$ cat config.mk
export PLATFORM = sky130hd
export DESIGN_NAME = alu_share_sched
export DESIGN_NICKNAME = d
export VERILOG_FILES = /design/src/rtl/alu_share_sched.sv
export SDC_FILE = /design/constraint.sdc
export NUM_CORES = 1
export LEC_CHECK = 0
export BUFFER_PORTS_ARGS = -buffer_cell sky130_fd_sc_hd__buf_4
export CAP_MARGIN = 10
export CORE_AREA = 2 2 114 116
export CTS_BUF_LIST = sky130_fd_sc_hd__clkbuf_16
export CTS_CLUSTER_DIAMETER = 120
export CTS_CLUSTER_SIZE = 20
export DETAILED_ROUTE_END_ITERATION = 8
export DIE_AREA = 0 0 116 118
export GPL_TIMING_DRIVEN = 0
export PLACE_DENSITY = 0.86
export SYNTH_ARGS = -nofsm -noshare
export SYNTH_HDL_FRONTEND = slang
export SYNTH_SLANG_ARGS = --single-unit
$ cat constraint.sdc
create_clock -name clk -period 2.6 [get_ports clk]
set_clock_uncertainty 0.05 [all_clocks]
set_input_delay 0.39 -clock clk [delete_from_list [all_inputs] [get_ports clk]]
set_output_delay 0.39 -clock clk [all_outputs]
set_load 0.03 [all_outputs]
$ cat src/rtl/alu_share_sched.sv
// alu_share_sched: shares one external ALU between two valid/ready ports through an issue register (S1) and a response register (S2). Define ALU_SCHED_RR_EN for round-robin; otherwise port 0 wins fixed priority.
module alu_share_sched #(
  parameter int W  = 32,
  parameter int CW = 16
) (
  input  logic          clk,
  input  logic          reset,
  input  logic          r0_valid,
  input  logic [3:0]    r0_ctrl,
  input  logic [W-1:0]  r0_a,
  input  logic [W-1:0]  r0_b,
  output logic          r0_ready,
  input  logic          r1_valid,
  input  logic [3:0]    r1_ctrl,
  input  logic [W-1:0]  r1_a,
  input  logic [W-1:0]  r1_b,
  output logic          r1_ready,
  output logic [3:0]    alu_ctrl,
  output logic [W-1:0]  alu_in1,
  output logic [W-1:0]  alu_in2,
  input  logic [W-1:0]  alu_op,
  input  logic          alu_zero,
  output logic          rsp_valid,
  input  logic          rsp_ready,
  output logic          rsp_id,
  output logic [W-1:0]  rsp_result,
  output logic          rsp_zero,
  output logic [CW-1:0] op_count
);
  logic          s1_valid, s1_id;
  logic [3:0]    s1_ctrl;
  logic [W-1:0]  s1_a, s1_b;
  logic          s2_valid, s2_id, s2_zero;
  logic [W-1:0]  s2_result;
  logic          s2_free, s1_free, g0, g1, acc, adv, rsp_fire;
`ifdef ALU_SCHED_RR_EN
  logic ptr;
  always_comb begin
    g0 = r0_valid & (!r1_valid | ptr);
    g1 = r1_valid & (!r0_valid | !ptr);
  end
  always_ff @(posedge clk)
    if (reset) ptr <= 1'b1;
    else if (acc) ptr <= r1_ready;
`else
  always_comb begin
    g0 = r0_valid;
    g1 = r1_valid & !r0_valid;
  end
`endif
  always_comb begin
    s2_free  = !s2_valid | rsp_ready;
    s1_free  = !s1_valid | s2_free;
    r0_ready = g0 & s1_free & !reset;
    r1_ready = g1 & s1_free & !reset;
    acc      = r0_ready | r1_ready;
    adv      = s1_valid & s2_free;
    rsp_fire = s2_valid & rsp_ready;
  end
  always_ff @(posedge clk)
    if (reset) begin
      s1_valid <= 1'b0;
      s1_id    <= 1'b0;
      s1_ctrl  <= '0;
      s1_a     <= '0;
      s1_b     <= '0;
    end else if (acc) begin
      s1_valid <= 1'b1;
      s1_id    <= r1_ready;
      s1_ctrl  <= r1_ready ? r1_ctrl : r0_ctrl;
      s1_a     <= r1_ready ? r1_a : r0_a;
      s1_b     <= r1_ready ? r1_b : r0_b;
    end else if (adv) s1_valid <= 1'b0;
  always_ff @(posedge clk)
    if (reset) begin
      s2_valid  <= 1'b0;
      s2_id     <= 1'b0;
      s2_result <= '0;
      s2_zero   <= 1'b0;
    end else if (adv) begin
      s2_valid  <= 1'b1;
      s2_id     <= s1_id;
      s2_result <= alu_op;
      s2_zero   <= alu_zero;
    end else if (rsp_fire) s2_valid <= 1'b0;
  always_ff @(posedge clk)
    if (reset) op_count <= '0;
    else if (rsp_fire) op_count <= op_count + 1'b1;
  assign alu_ctrl   = s1_ctrl;
  assign alu_in1    = s1_a;
  assign alu_in2    = s1_b;
  assign rsp_valid  = s2_valid;
  assign rsp_id     = s2_id;
  assign rsp_result = s2_result;
  assign rsp_zero   = s2_zero;
endmodule
# After elaboration in Yosys (flattened, before gate mapping)
# Cells that the tools add are included.
dict set report word_totals {
  output_inout_bits 121
  in_bits 174
  ff_bits 121
  elab_cells 34
}
dict set report classes {
  add_sub_neg 1
  n_reduce_logical 6
  bitwise 10
  muxes 7
}
# operator n
set op_table {}
lappend op_table {{$mux 32} 2}
lappend op_table {{$add 16x1->16 const B} 1}
lappend op_table {{$and 1x1->1} 7}
lappend op_table {{$logic_not 1->1} 4}
lappend op_table {{$mux 1} 4}
lappend op_table {{$mux 4} 1}
lappend op_table {{$reduce_bool 2->1} 2}
lappend op_table {{$or 1x1->1} 3}

# Longest topological paths before layout
# Gate-level depths: netlist of the first run.
dict set report depth {
  ltp_word 7
  ltp_mapped 8
  mapped_depth_nobuf 5
}

# Worst setup path before layout of the first run
# No wires, ideal clock.
dict set report synth_timing {
  path_kind {flip-flop to output port}
  start {register s2_valid (netlist: rsp_valid)}
  end {output port r0_ready}
  required_time_ps 2160
  t_arrival_ps 1364
  n_path_buf 1
  stages_incl_launch_ff 5
  path_slack_ps 796
  path_cell_list {dfxtp_1 > nand3b_2 > nand2_1 > buf_1 > nor2_1}
}
dict set report synth_between {
  elab_chain_cells 5
}
# element line_no
set synth_rtl {}
lappend synth_rtl {{start: declaration} 33} ;# logic s2_valid, s2_id, s2_zero;
lappend synth_rtl {{start signal: assignment} 76} ;# s2_valid <= 1'b0;
lappend synth_rtl {{start signal: assignment} 81} ;# s2_valid <= 1'b1;
lappend synth_rtl {{start signal: assignment} 85} ;# end else if (rsp_fire) s2_valid <= 1'b0;
lappend synth_rtl {{$logic_not 1->1} 52} ;# s2_free = !s2_valid | rsp_ready;
lappend synth_rtl {{$or 1x1->1} 52}
lappend synth_rtl {{$or 1x1->1} 53} ;# s1_free = !s1_valid | s2_free;
lappend synth_rtl {{$and 1x1->1 (2 in a row)} 54} ;# r0_ready = g0 & s1_free & !reset;
lappend synth_rtl {{end: declaration} 12} ;# output logic r0_ready,
# Every way passes these cells.

# Worst setup path after layout of the first run
dict set report layout_timing {
  start {input port reset}
  end {output port r0_ready}
}
dict set report layout_between {
  elab_chain_cells 2
}
# element line_no
set layout_rtl {}
lappend layout_rtl {{start: declaration} 7} ;# input logic reset,
lappend layout_rtl {{$logic_not 1->1} 54}
lappend layout_rtl {{$and 1x1->1} 54}
# Every way passes these cells.

==> flow_metrics.env, run 1 <==
export IMPL_core_area_um2=12410
export IMPL_layout_common_cells="buf_4 (296), nand2_1 (145), dfxtp_1 (121)"
export IMPL_clk_latency_ns=0.41
export IMPL_p_leak_nw=3.648
export IMPL_required_ns=2.16
export IMPL_cts_sinks=121
export IMPL_arrival_ns=1.94
export IMPL_yosysTopAreaCell="dfxtp_1"
export IMPL_post_cts_buffers=0
export IMPL_drc_errors=0
export IMPL_grt_max_degree=17
export IMPL_vias=5625
export IMPL_synth_flop_cell="dfxtp_1"
export IMPL_synth_seq_cells=121
export IMPL_cts_tree="yes"
export IMPL_ios=295
export IMPL_htreeDepth=4
export IMPL_clockRootBuffer="clkbuf_16"
export IMPL_slew_violations=0
export IMPL_hold_depth=3
export IMPL_cts_repair_resized=0
export IMPL_grt_use_met1_pct=26.95
export IMPL_dr_pass1_iters=4
export IMPL_vias_per_cell=5.022
export IMPL_rows=41
export IMPL_worstSetupPathType="in2out"
export IMPL_antenna_found_initial=0
export IMPL_fmax_mhz=420.4
export IMPL_nNetsFinal=1110
export IMPL_clock_path_buffers=2
export IMPL_critPathLaunchType="input pin"
export IMPL_grt_use_met2_pct=44.52
export IMPL_hp_class="in2reg"
export IMPL_status="finished, final reports clean"
export IMPL_dpl_hpwl_um=13140
export IMPL_crit_path_end_kind="output port"
export IMPL_die_area_um2=13690
export IMPL_synth_avg_cell_area_um2=8.099
export IMPL_grtUsageMet3_pct=7.930
export IMPL_slew_headroom_pct=49.92
export IMPL_grt_overflow=0
export IMPL_utilization_pct=64.70
export IMPL_synth_distinct_cells=37
export IMPL_netlist_area_um2=5054
export IMPL_reg2reg_depth=6
export IMPL_clkSlewWorstSetupHoldPaths_ns=0.05
export IMPL_vdd_drop_max_uv=357.8
export IMPL_syn_inst=624
export IMPL_ys_seq_area_share_pct=47.93
export IMPL_synth_edf_count=0
export IMPL_grt_pass1_vias=5458
export IMPL_min_period_ns=2.379
export IMPL_routedWlPerCell_um=15.73
export IMPL_gp_congestion=0.8523
export IMPL_worst_pin_slew_ns=0.7512
export IMPL_routed_wl_um=17620
export IMPL_area_growth_syn_to_layout_pct=58.95
export IMPL_ant_nets=0
export IMPL_fin_crit_sh_pct=91.49
export IMPL_setup_tns_ns=0
export IMPL_hold_violations=0
export IMPL_port_buffers=293
export IMPL_path_max_fanout=10
export IMPL_antennaDiodeCount=0
export IMPL_final_setup_viol_count=0
export IMPL_cts_hold_fix_buffers=0
export IMPL_synth_top_area_share_pct=47.93
export IMPL_grt_busiest_layer="met2"
export IMPL_final_common_cell="buf_4"
export IMPL_fp_dieW_um=116
export IMPL_numCtsBuffers=17
export IMPL_fillers=1077
export IMPL_drive_gt1_share_pct=39.35
export IMPL_powerDensity_nw_per_um2=660.6
export IMPL_syn_num_nets=799
export IMPL_rsz0062_at_grt="no"
export IMPL_drt_iter0_drc=349
export IMPL_ys_async_sr_fraction_pct=0
export IMPL_grt_use_total_pct=25.34
export IMPL_ys_warn_count=0
export IMPL_synth_area_leaders="dfxtp_1 (48%), nand2_1 (11%), a21oi_1 (9.8%), a211oi_1 (8.6%), nor2_1 (6.1%)"
export IMPL_drv_cap=0
export IMPL_die_y_um=118
export IMPL_start_util_pct=40.71
export IMPL_grt_first_pass_wirelength_um=27040
## logic make-up (layout without fill, tap and decap cells)
| logic type | count (synthesis) | in the layout | share of synthesized area, % |
|---|---|---|---|
| AOI/OAI and AO/OA | 181 | 181 | 23.15 |
| DFF | 121 | 121 | 47.93 |
| adders and majority gates | 1 | 1 | 0.2475 |
| xor gates and xnor gates | 11 | 11 | 1.906 |
| and+or+nand+nor | 255 | 255 | 21.07 |
| buffers and inverters | 55 | 379 | 5.694 |
## cell type report
type	instances	area [um2]	share of cell area, %
Buffer	51	267.8	3.333
Clock buffer	17	425.4	5.296
Clock inverter	15	142.6	1.776
Inverter	3	16.27	0.2025
Multi-Input combinational cell	448	2344	29.17
Sequential cell	121	2422	30.16
Tap cell	172	215.2	2.679
Timing Repair Buffer	293	2200	27.38
## power by group
| group | total (mW) | switching, mW | internal, mW |
|---|---|---|---|
| registers | 2.04 | 0.0674 | 1.97 |
| logic | 0.995 | 0.560 | 0.435 |
| clock network | 2.27 | 0.801 | 1.47 |
| total | 5.31 | 1.43 | 3.88 |
## path summary, 6_finish.rpt
path | end | slack [ns] | from
worst min register to register | rsp_result[29]$_SDFFE_PP0P_ | 0.40 | rsp_result[29]$_SDFFE_PP0P_
worst max-delay path | r0_ready | 0.22 | reset
worst min-delay path | s1_valid$_SDFFE_PP0P_ | 0.17 | r0_valid
worst max register to register | alu_in2[29]$_SDFFE_PP0P_ | 0.38 | rsp_valid$_SDFFE_PP0P_
## synth_stat cells (5+ instances only)
cell,number
nand2_1,145
dfxtp_1,121
a21oi_1,99
nor2_1,82
a211oi_1,58
buf_2,22
clkbuf_1,18
a211oi_2,10
a21oi_2,10
xor2_1,7
buf_6,5
## through the flow
step                      std cells  power [mW]  hold slack, ns  setup WS (ns)  instance area, um2
after floorplan                 624       2.589          0.3817         0.7964                5054
after global placement         1089       3.062          0.3924         0.2371                7468
after detailed placement       1089       3.075          0.3977         0.2219                7468
after CTS                      1121       5.344          0.1617        0.01756                8036
after global routing           1120       5.517          0.1766         0.1057                8033
final                          1120       5.306          0.1749         0.2213                8033
## flip-flops by register name, indices dropped and copies added, names as in the netlist
register,flops
alu_ctrl,4
alu_in1,32
alu_in2,32
op_count,16
rsp_id,1
rsp_result,32
rsp_valid,1
rsp_zero,1
s1_id,1
s1_valid,1
## worst max-delay path: stages
cell and delay (ns):
clkbuf_1 0.25, clkbuf_1 0.55, buf_1 0.45, nor2_1 0.10, buf_4 0.20
## routing by layer
| layer | vias to the layer above | wire length [um] | part of all wire, % |
|---|---|---|---|
| li1 | 2756 | - | - |
| met1 | 2563 | 6541 | 37 |
| met2 | 259 | 8755 | 50 |
| met3 | 47 | 1671 | 9.5 |
| met4 | 0 | 646 | 3.7 |
| met5 | - | 0 | 0 |
No activity file was read; power rests on OpenSTA's default activity.
==> run 2: changes to the inputs <==
CELL_PAD_IN_SITES_DETAIL_PLACEMENT = 0   (was not set)
CELL_PAD_IN_SITES_GLOBAL_PLACEMENT = 1   (was not set)
CORE_AREA = not set   (was 2 2 114 116)
CORE_UTILIZATION = 32   (was not set)
DIE_AREA = not set   (was 0 0 116 118)
PLACE_DENSITY = 0.95   (was 0.86)
==> run 2 against run 1 <==
Net effect:
- global-route usage decreased by 3.7 points
- power increased by 3.1%
- wire length increased by 0.54%
- maximum frequency is 1.2% higher
- critical path depth decreased by 1
- via count down 1.7%
- setup slack improved by 0.028 ns
- die area up 19%
- utilization shrank 12 points
- non-clock buffer count unchanged
- critical path type is now reg2out
- largest power group unchanged
- highest routed layer unchanged
==> flow_metrics.env, run 2 (same netlist as run 1, synthesis figures left out) <==
export IMPL_status="finished, final reports clean"
export IMPL_rsz0062_at_grt="no"
export IMPL_clkSlewWorstSetupHoldPaths_ns=0.06
export IMPL_antenna_found_initial=0
export IMPL_path_max_fanout=15
export IMPL_ios=295
export IMPL_seqPwrFrac_pct=37.3
export IMPL_r2r_slack_ns=0.34
export IMPL_dp_cells=1128
export IMPL_fp_dieW_um=127.7
export IMPL_drv_cap=0
export IMPL_drc_errors=0
export IMPL_vdd_drop_max_uv=537.4
export IMPL_numCtsBuffers=17
export IMPL_crit_cells=4
export IMPL_finalPower_mw=5.473
export IMPL_fmax_mhz=425.4
export IMPL_cpLargestDelayFamily="simple AND/OR/NAND/NOR gates"
export IMPL_worstPathBufferInverterCount=1
export IMPL_arrival_ns=1.91
export IMPL_powerDensity_nw_per_um2=673.7
export IMPL_grt_max_degree=17
export IMPL_r2r_end="alu_in2[26]$_SDFFE_PP0P_"
export IMPL_worstPathCellList="nand3b_2 > nand2_1 > nor2_1 > buf_4"
export IMPL_die_y_um=127.7
export IMPL_grt_first_pass_wirelength_um=27160
export IMPL_layout_common_cells="buf_4 (296), nand2_1 (145), dfxtp_1 (121)"
export IMPL_slew_headroom_pct=48.52
export IMPL_grt_use_total_pct=21.64
export IMPL_cts_tree="yes"
export IMPL_worst_hold_path_endpoint="rsp_result[23]$_SDFFE_PP0P_"
export IMPL_cts_sinks=121
export IMPL_vias=5532
export IMPL_port_buffers=293
export IMPL_dpl_hpwl_um=12980
export IMPL_routedWlPerCell_um=15.28
export IMPL_utilization_pct=53.04
export IMPL_finalNonFillerCells=1159
export IMPL_required_ns=2.16
export IMPL_slowest_stage="nand2_1"
export IMPL_rows=45
export IMPL_hold_depth=3
export IMPL_routed_wl_um=17710
export IMPL_worst_pin_slew_ns=0.7704
export IMPL_hold_violations=0
export IMPL_p_int_mw=3.995
export IMPL_switching_share_pct=27.01
export IMPL_cts_repair_resized=0
export IMPL_hp_class="in2reg"
export IMPL_r2r_start="rsp_valid$_SDFFE_PP0P_"
export IMPL_clock_path_buffers=2
export IMPL_start_util_pct=33.00
export IMPL_clkPwrFrac_pct=44.6
export IMPL_vias_per_cell=4.773
export IMPL_final_setup_viol_count=0
export IMPL_p_leak_nw=3.664
export IMPL_post_cts_buffers=0
export IMPL_min_period_ns=2.351
export IMPL_fin_crit_sh_pct=90.41
export IMPL_slew_violations=0
export IMPL_grt_overflow=0
export IMPL_worstSetupPathType="reg2out"
export IMPL_p_sw_mw=1.478
export IMPL_critPathLaunchType="flip-flop"
export IMPL_combPwrFrac_pct=18.1
export IMPL_htreeDepth=4
export IMPL_die_area_um2=16300
export IMPL_drive_gt1_share_pct=39.87
export IMPL_ant_nets=0
export IMPL_final_common_cell="buf_4"
export IMPL_clk_latency_ns=0.41
export IMPL_setup_tns_ns=0
export IMPL_hold_start="alu_op[23]"
export IMPL_antennaDiodeCount=0
export IMPL_dr_pass1_iters=4
export IMPL_drt_iter0_drc=197
export IMPL_clockRootBuffer="clkbuf_16"
export IMPL_crit_path_end_kind="output port"
export IMPL_reg2reg_depth=6
export IMPL_grt_pass1_vias=5356
export IMPL_slowest_delay_ns=0.60
export IMPL_area_growth_syn_to_layout_pct=60.73
export IMPL_holdWs_ns=0.1719
export IMPL_nNetsFinal=1110
export IMPL_core_area_um2=15310
export IMPL_gp_congestion=0.7939
export IMPL_cts_hold_fix_buffers=0
-- run 2: layout make-up --
class	count	area, um2
well taps	211	264.0
clock buffers	17	425.4
inverters	3	16.27
repair buffers	293	2200
clock inverters	15	183.9
flip-flops and latches	121	2422
fillers	1494	7192
multi-input cells	448	2344
plain buffers	51	267.8
-- run 2: how the worst max path moves through the flow --
stage | start | endpoint | slack (ns)
CTS | rsp_valid$_SDFFE_PP0P_ | r0_ready | 0.23
global route | reset | r0_ready | 0.08
finish | rsp_valid$_SDFFE_PP0P_ | r0_ready | 0.25
detailed placement | rsp_ready | r0_ready | 0.24
floorplan | rsp_valid$_SDFFE_PP0P_ | r0_ready | 0.80
global placement | reset | r0_ready | 0.22
-- run 2: worst reg2reg max path, cell delays in order, from the launching register on --
cell	delay (ns)
dfxtp_1	0.46
nand3b_2	0.16
nand2_1	0.60
buf_2	0.40
buf_6	0.23
a21oi_2	0.08
a211oi_2	0.21
-- run 2: routing by layer --
metal / part of all wire [%] / vias to the layer above / track usage, %
li1: - / 2754 / -
met1: 42 / 2538 / 24.86
met2: 49 / 220 / 38.15
met3: 7.3 / 20 / 6.219
met4: 1.7 / 0 / 7.958
met5: 0 / - / 0
-- run 2: per-stage QoR --
stage / worst slack [ns] / instance area [um2]
floorplan: 0.7964 / 5054
global placement: 0.2195 / 7517
detailed placement: 0.2353 / 7517
CTS: 0.2260 / 8123
global route: 0.08188 / 8123
finish: 0.2492 / 8123
-- run 2: power groups by stage --
stage / Sequential, mW / Clock (mW) / Combinational, mW
after floorplan: 2.29 / 0 / 0.295
after global placement: 2.08 / 0 / 0.994
after detailed placement: 2.08 / 0 / 0.997
after CTS: 2.04 / 2.49 / 0.999
after global routing: 2.05 / 2.57 / 1.07
final: 2.04 / 2.44 / 0.990
